<file path="src/rtl/spi_ram.sv">
// spi_ram: single-port 8-bit RAM addressed and accessed by 10-bit SPI slave command words.
// Optional macro RAM_ADDR_AUTOINC_EN post-increments wr_addr/rd_addr after each data access.
`timescale 1ns/1ps
module spi_ram #(
    parameter int MEM_DEPTH = 256,
    parameter int ADDR_SIZE = 8
) (
    input  logic       clk,
    input  logic       rst_n,
    input  logic [9:0] din,
    input  logic       rx_valid,
    output logic [7:0] dout,
    output logic       tx_valid
);

    localparam logic [1:0] CMD_WR_ADDR = 2'b00;
    localparam logic [1:0] CMD_WR_DATA = 2'b01;
    localparam logic [1:0] CMD_RD_ADDR = 2'b10;
    localparam logic [1:0] CMD_RD_DATA = 2'b11;
    localparam int         MEM_AW      = (MEM_DEPTH > 1) ? $clog2(MEM_DEPTH) : 1;

    logic [ADDR_SIZE-1:0] r_wr_addr;
    logic [ADDR_SIZE-1:0] r_rd_addr;
    logic [7:0]           r_mem [0:MEM_DEPTH-1];
    logic [7:0]           r_dout;
    logic                 r_tx_valid;

    logic                 w_wrInRange;
    logic                 w_rdInRange;
    logic                 w_wrEn;
    logic [MEM_AW-1:0]    w_wrIdx;
    logic [MEM_AW-1:0]    w_rdIdx;

    assign w_wrInRange = (32'(r_wr_addr) < MEM_DEPTH);
    assign w_rdInRange = (32'(r_rd_addr) < MEM_DEPTH);
    assign w_wrIdx     = r_wr_addr[MEM_AW-1:0];
    assign w_rdIdx     = r_rd_addr[MEM_AW-1:0];
    assign w_wrEn      = rst_n && rx_valid && (din[9:8] == CMD_WR_DATA) && w_wrInRange;

    assign dout     = r_dout;
    assign tx_valid = r_tx_valid;

`ifdef RAM_ADDR_AUTOINC_EN
    // Wrap at the last real location; out-of-range addresses just roll over mod 256.
    function automatic logic [ADDR_SIZE-1:0] nextAddr(input logic [ADDR_SIZE-1:0] a);
        return (32'(a) == MEM_DEPTH - 1) ? '0 : a + ADDR_SIZE'(1);
    endfunction
`endif

    // Storage has no reset so contents survive rst_n; writes are gated off while in reset.
    always_ff @(posedge clk) begin
        if (w_wrEn) begin
            r_mem[w_wrIdx] <= din[7:0];
        end
    end

    always_ff @(posedge clk or negedge rst_n) begin
        if (!rst_n) begin
            r_wr_addr  <= '0;
            r_rd_addr  <= '0;
            r_dout     <= 8'h00;
            r_tx_valid <= 1'b0;
        end else if (rx_valid) begin
            case (din[9:8])
                CMD_WR_ADDR: begin
                    r_wr_addr  <= din[7:0];
                    r_tx_valid <= 1'b0;
                end
                CMD_WR_DATA: begin
                    r_tx_valid <= 1'b0;
`ifdef RAM_ADDR_AUTOINC_EN
                    r_wr_addr  <= nextAddr(r_wr_addr);
`endif
                end
                CMD_RD_ADDR: begin
                    r_rd_addr  <= din[7:0];
                    r_tx_valid <= 1'b0;
                end
                default: begin
                    r_dout     <= w_rdInRange ? r_mem[w_rdIdx] : 8'h00;
                    r_tx_valid <= 1'b1;
`ifdef RAM_ADDR_AUTOINC_EN
                    r_rd_addr  <= nextAddr(r_rd_addr);
`endif
                end
            endcase
        end
    end

endmodule

</file>
<file path="config.mk">
export PLATFORM = sky130hd
export DESIGN_NAME = spi_ram
export DESIGN_NICKNAME = d
export VERILOG_FILES = /design/src/rtl/spi_ram.sv
export SDC_FILE = /design/constraint.sdc
export NUM_CORES = 2
export LEC_CHECK = 0
export ABC_AREA = 1
export CAP_MARGIN = 20
export CORE_ASPECT_RATIO = 2
export CORE_MARGIN = 10
export CORE_UTILIZATION = 60
export CTS_BUF_LIST = sky130_fd_sc_hd__clkbuf_16
export DETAILED_ROUTE_END_ITERATION = 12
export PLACE_DENSITY = 0.8
export SYNTH_ARGS = -nofsm -noshare
export SYNTH_HDL_FRONTEND = slang
export SYNTH_SLANG_ARGS = --single-unit
export TNS_END_PERCENT = 5
</file>
<file path="constraint.sdc">
create_clock -name clk -period 3.2 [get_ports clk]
set_input_delay 0.64 -clock clk [delete_from_list [all_inputs] [get_ports clk]]
set_output_delay 0.64 -clock clk [all_outputs]
set_load 0.05 [all_outputs]
</file>
# ---- Word-level counts from Yosys, hierarchy flattened
# Memory sizes are Yosys's and may differ from the RTL's. A register that Yosys moved wholly into a read port is not among the register bits.
# Cells that the tools add are included.
dict set report op_classes {
  eq_ne 2
  muxes 3
  bitwise_logic 1
  n_reduce_logical 8
}
# cell n
set op_table {}
lappend op_table {{$reduce_and 2->1} 3}
lappend op_table {{$mux 1} 3}
lappend op_table {{$reduce_or 3->1} 1}
lappend op_table {{$eq 2x1->1 const B} 1}
lappend op_table {{$eq 2x2->1 const B} 1}
lappend op_table {{$logic_and 1x1->1} 2}
lappend op_table {{$logic_not 2->1} 1}
lappend op_table {{$logic_not 1->1} 1}
lappend op_table {{$not 1->1} 1}
dict set report totals {
  regBits 17
  ram_bits 2048
  input_bits 13
  output_inout_bits 9
  elab_cells 18
  n_memories 1
}
# memory words word_bits rd rd_clocked_by_memory_dff wr line
set mem_list {}
lappend mem_list {r_mem 256 8 1 1 1 24} ;# logic [7:0] r_mem [0:MEM_DEPTH-1];

# ---- Logic depth before layout (Yosys ltp)
dict set report logic_depth {
  depth_word 4
  depth_mapped 15
  ltp_nobuf 11
}

# ---- Worst setup path after synthesis
# No wires, ideal clock.
dict set report synth_timing {
  path_kind {input to register}
  from {in din[9]}
  to {mem r_mem[176][0], enable pin}
  setup_ps 370
  arrival_ps 1942
  t_required_ps 2830
  path_slack_ps 888
  cell_stages 7
  path_buffers 2
  cell_sequence {inv_1 nand4_1 clkinv_1 clkbuf_1 nand2_1 clkbuf_1 nor2_1}
}
dict set report synth_via {
  elab_chain_cells 4
}
# element line
set synth_rtl {}
lappend synth_rtl {{from (decl)} 10} ;# input logic [9:0] din,
lappend synth_rtl {{$eq 2x1->1} 38} ;# assign w_wrEn = rst_n && rx_valid && (din[9:8] == CMD_WR_DATA) && w_wrInRange;
lappend synth_rtl {{$logic_and 1x1->1} 38}
lappend synth_rtl {{$mux 1} 52} ;# if (w_wrEn) begin
lappend synth_rtl {{$mux 1 (implied by the code)} 53} ;# r_mem[w_wrIdx] <= din[7:0];
lappend synth_rtl {{to (decl)} 24}
# Every way passes these cells.

==> out/qor.txt <==
WORST SETUP PATH
------------------------------------------------------------------------------------------------------
Largest incremental delay on the critical path                                                 0.64 ns
Critical path startpoint category                                                                 flop
Crit Path Category                                                                          reg -> reg
Crit-path most repeated cell                                                                   nand3_1
CP bufs+invs                                                                                         3
Reg-to-reg setup timing slack                                                                  0.04 ns
Endpoint type of the worst setup path                                                             flop
Startpoint of the most critical setup path                                                r_rd_addr[0]$_DFFE_PN0P_
Cell with the largest stage delay on the worst path                                            dfrtp_4
Stages on worst setup path                                                                          13
Worst r2r dst                                                                             dout[1]$_DFFE_PN0P_
Critical path fanouts, max                                                                          43
Required arrival time at the worst endpoint                                                    3.90 ns
Worst-case reg-to-reg path depth                                                                    13
Crit path max-delay family                                                                simple AND/OR/NAND/NOR gates
WP data arrival                                                                                3.86 ns
Ordered list of cells on the worst path                                                   clkinv_16 > buf_12 > buf_4 > nand2_1 > nand3_1 > nand3_1 > nand3_1 > nand3_1 > nand3_1 > nand3_1 > nand3_1 > nand3_1 > nand2_1
Worst reg2reg startpoint                                                                  r_rd_addr[0]$_DFFE_PN0P_

DRT
------------------------------------------------------------------------------------------------------
Routed len/inst                                                                                25.9 um
DRT iter0 DRCs                                                                                   8,920
Post-route DRC                                                                                       0
Vias per std cell                                                                                 6.38
Number of vias after detailed routing                                                           58,948
Final wirelength                                                                            239,000 um
Detailed-router iteration count before antenna repair                                               10
Number of nets still failing antenna checks after routing                                            0

STA
------------------------------------------------------------------------------------------------------
RSZ-0062 raised after global routing                                                             false
Smallest hold slack                                                                           0.259 ns
Worst Skew                                                                                   0.0248 ns
Final period demand of the worst path                                                          3.16 ns
Post-route clock period utilization                                                              98.9%
Worst-Margin Slew                                                                              1.16 ns
Setup-violating endpoint count in the final report                                                   0
Slew headroom                                                                                    22.8%
Hold violation total from the final report                                                           0
Max Clock Freq                                                                                 316 MHz
Number of slew-limit violations in the final report                                                  0

CELLS AND AREA
------------------------------------------------------------------------------------------------------
Number of nets in the finished design                                                            7,251
Register area                                                                              62,100 um^2
Final core utilization                                                                           67.4%
Fraction of final layout cells with drive strength greater than 1                                9.82%
Multi-input combinational cell area                                                        19,400 um^2
Area Growth Syn to Fin                                                                           11.9%
Number of inserted filler cells in the final layout                                              9,123
Top library cells by usage in the layout, fill and taps aside                             nand2_1, edfxtp_1, nand3_1, buf_4, nor2_1
Most common cell after layout, fill and taps aside                                             nand2_1

LOGIC SYNTHESIS
------------------------------------------------------------------------------------------------------
Cell accounting for the most synthesized area                                                 edfxtp_1
Post-Synthesis Net Count                                                                         7,086
Number of instances in the synthesized netlist                                                   7,073
Multiplexer fraction of the synthesized cell area                                                   0%
Sequential cell area fraction in the yosys report                                                73.9%
Flops & latches, synth                                                                           2,073
Number of distinct library cell variants in the gate-level netlist after synthesis                  16
Compound-cell area share of the yosys netlist                                                   0.101%
Post-synthesis simple-gate area fraction                                                         22.9%
Combinational family with the most area after synthesis                                   simple AND/OR/NAND/NOR gates
Share of the synthesized area in the top cell type                                               73.1%
Post-Synthesis Mean Instance Area                                                            11.9 um^2
Yosys warning total                                                                                  0
Adder and majority gate portion of the synthesized area                                             0%
Leading post-synthesis cells by cell area                                                 edfxtp_1, nand3_1, nand2_1, buf_2, nor2_1
Post-Synth XOR/XNOR Area                                                                            0%
Cell area after synthesis                                                                  84,100 um^2

PWR
------------------------------------------------------------------------------------------------------
Power density normalized to cell area                                                      637 nW/um^2
Post-layout total power                                                                        59.9 mW
Switching Fraction                                                                               27.7%
Portion of total power attributed to combinational logic                                         16.2%
Switching power                                                                                16.6 mW
Flop pwr share                                                                                   50.1%
Pint                                                                                           43.3 mW
Share of total power in the clock network                                                        33.7%
Maximum VDD drop                                                                              0.465 mV
Leak                                                                                           33.4 nW

WORST HOLD PATH
------------------------------------------------------------------------------------------------------
Hold crit path type                                                                          in -> reg
Endpoint with the worst hold slack                                                        r_mem[154][1]$_DFFE_PP_
Number of cells on the worst hold path                                                               1
Startpoint of the lowest-slack hold path                                                        din[1]

CLOCK TREE
------------------------------------------------------------------------------------------------------
Clock root buffer                                                                            clkbuf_16
Number of levels the H-tree was split into                                                           4
Bufs on Longest Clock Path                                                                           4
Worst-skew pair later-pin latency                                                              0.82 ns
Clock transition at the register clock pins on the worst setup and hold paths after CTS        0.07 ns
CTS Buf Count                                                                                      169
Sinks on Clock Net                                                                               2,073
TritonCTS clock tree                                                                              done
Buffers inserted during post-CTS setup optimization                                                  0
Number of buffers inserted by hold repair at cts                                                     0

STATUS
------------------------------------------------------------------------------------------------------
Status                                                                                    complete, no violations

DIE
------------------------------------------------------------------------------------------------------
Horizontal die dimension                                                                        285 um
Floorplan die area                                                                        156,000 um^2
Core area                                                                                 140,000 um^2
Total I/O pin count                                                                                 22
Die height                                                                                      549 um
Count of standard-cell rows                                                                        194
Starting density of the core                                                                     60.2%

GLOBAL ROUTE
------------------------------------------------------------------------------------------------------
Pin count of the biggest net entering global routing                                               169
Total congestion overflow after global routing                                                       0
Number of global-route vias before repair                                                       57,290
Overall fraction of global-route tracks in use                                                   29.8%
Antenna violations before repair                                                                     3
Global-route wire length before repair                                                      351,000 um

PLACEMENT
------------------------------------------------------------------------------------------------------
Final weighted congestion in routability-driven placement                                        0.967
Number of buffers inserted by port buffering                                                        21
Post-DP HPWL                                                                                146,000 um

JOB
------------------------------------------------------------------------------------------------------
Number of max-cap violations                                                                         0

==> worst max-delay path by stage <==
stage                              end  slack (ns)
2_1_floorplan  r_mem[176][0]$_DFFE_PP_        0.89
3_3_place_gp   r_mem[190][7]$_DFFE_PP_     0.00001
3_5_place_dp   r_mem[190][3]$_DFFE_PP_       -0.02
4_1_cts            dout[6]$_DFFE_PN0P_        0.02
5_1_grt            dout[2]$_DFFE_PN0P_        0.02
6_report           dout[1]$_DFFE_PN0P_        0.04
==> cells in the mapped netlist <==
master       n
buf_1       48
buf_2      259
buf_4       52
buf_6       11
clkbuf_1   114
clkinv_1     1
dfrtp_1     25
edfxtp_1  2048
inv_1       49
inv_2        2
inv_4        1
nand2_1   2116
nand3_1   2044
nand4_1      1
nor2_1     285
o21ai_0     17
==> stage by stage <==
stage	instance area, um^2	TNS, ns	setup slack, ns	cells
after floorplan	84100	0	0.888	7073
after global placement	88700	0	0.0000149	8927
after detailed placement	88700	-0.234	-0.0193	8927
after CTS	93900	0	0.0203	9227
after global routing	94100	0	0.0169	9230
final	94100	0	0.0357	9233
==> layer usage <==
layer	share of wire [%]	up-vias	GRT usage, %	wire, um
met5	0.0059	-	0	14
met4	9.3	2	24.3	22300
met3	10	1111	5.30	24600
met2	50	4450	50.9	120000
met1	30	28024	32.2	72400
li1	-	25361	-	-
==> cell type report <==
type / count / share of cell area, %
diodes: 5 / 0.0133
clock buffers: 172 / 4.58
clock inverters: 127 / 1.01
inverters: 53 / 0.258
multi-input cells: 4463 / 20.6
flip-flops and latches: 2073 / 66.1
well taps: 1862 / 2.48
repair buffers: 477 / 4.99
repair inverters: 1 / 0.00931
==> flip-flops by register name, summed over array words and instances, names as in the netlist <==
signal,flops
r_mem,2048
r_rd_addr,8
dout,8
r_wr_addr,8
tx_valid,1
==> power groups by stage <==
| stage | Combinational, mW | Clock [mW] | Sequential, mW |
|---|---|---|---|
| 2_1_floorplan | 5.59 | 0 | 30.7 |
| 5_1_grt | 10.2 | 21.2 | 30.0 |
| 4_1_cts | 9.30 | 20.2 | 30.0 |
| 3_5_place_dp | 9.20 | 0 | 30.6 |
| 6_report | 9.68 | 20.2 | 30.0 |
| 3_3_place_gp | 9.00 | 0 | 30.6 |
==> what timing repair did <==
action / 4_1_cts / 5_1_grt
gates cloned: 1 / 1
setup endpoints to repair: 2 / 7
resized for setup: 1 / 18
==> logic make-up (layout without fill, tap and decap cells) <==
logic type,after synthesis,in the layout
DFF,2073,2073
other,0,5
and+or+nand+nor,4446,4446
buffers and inverters,537,830
AOI/OAI and AO/OA,17,17
No activity file was read; power rests on OpenSTA's default activity.
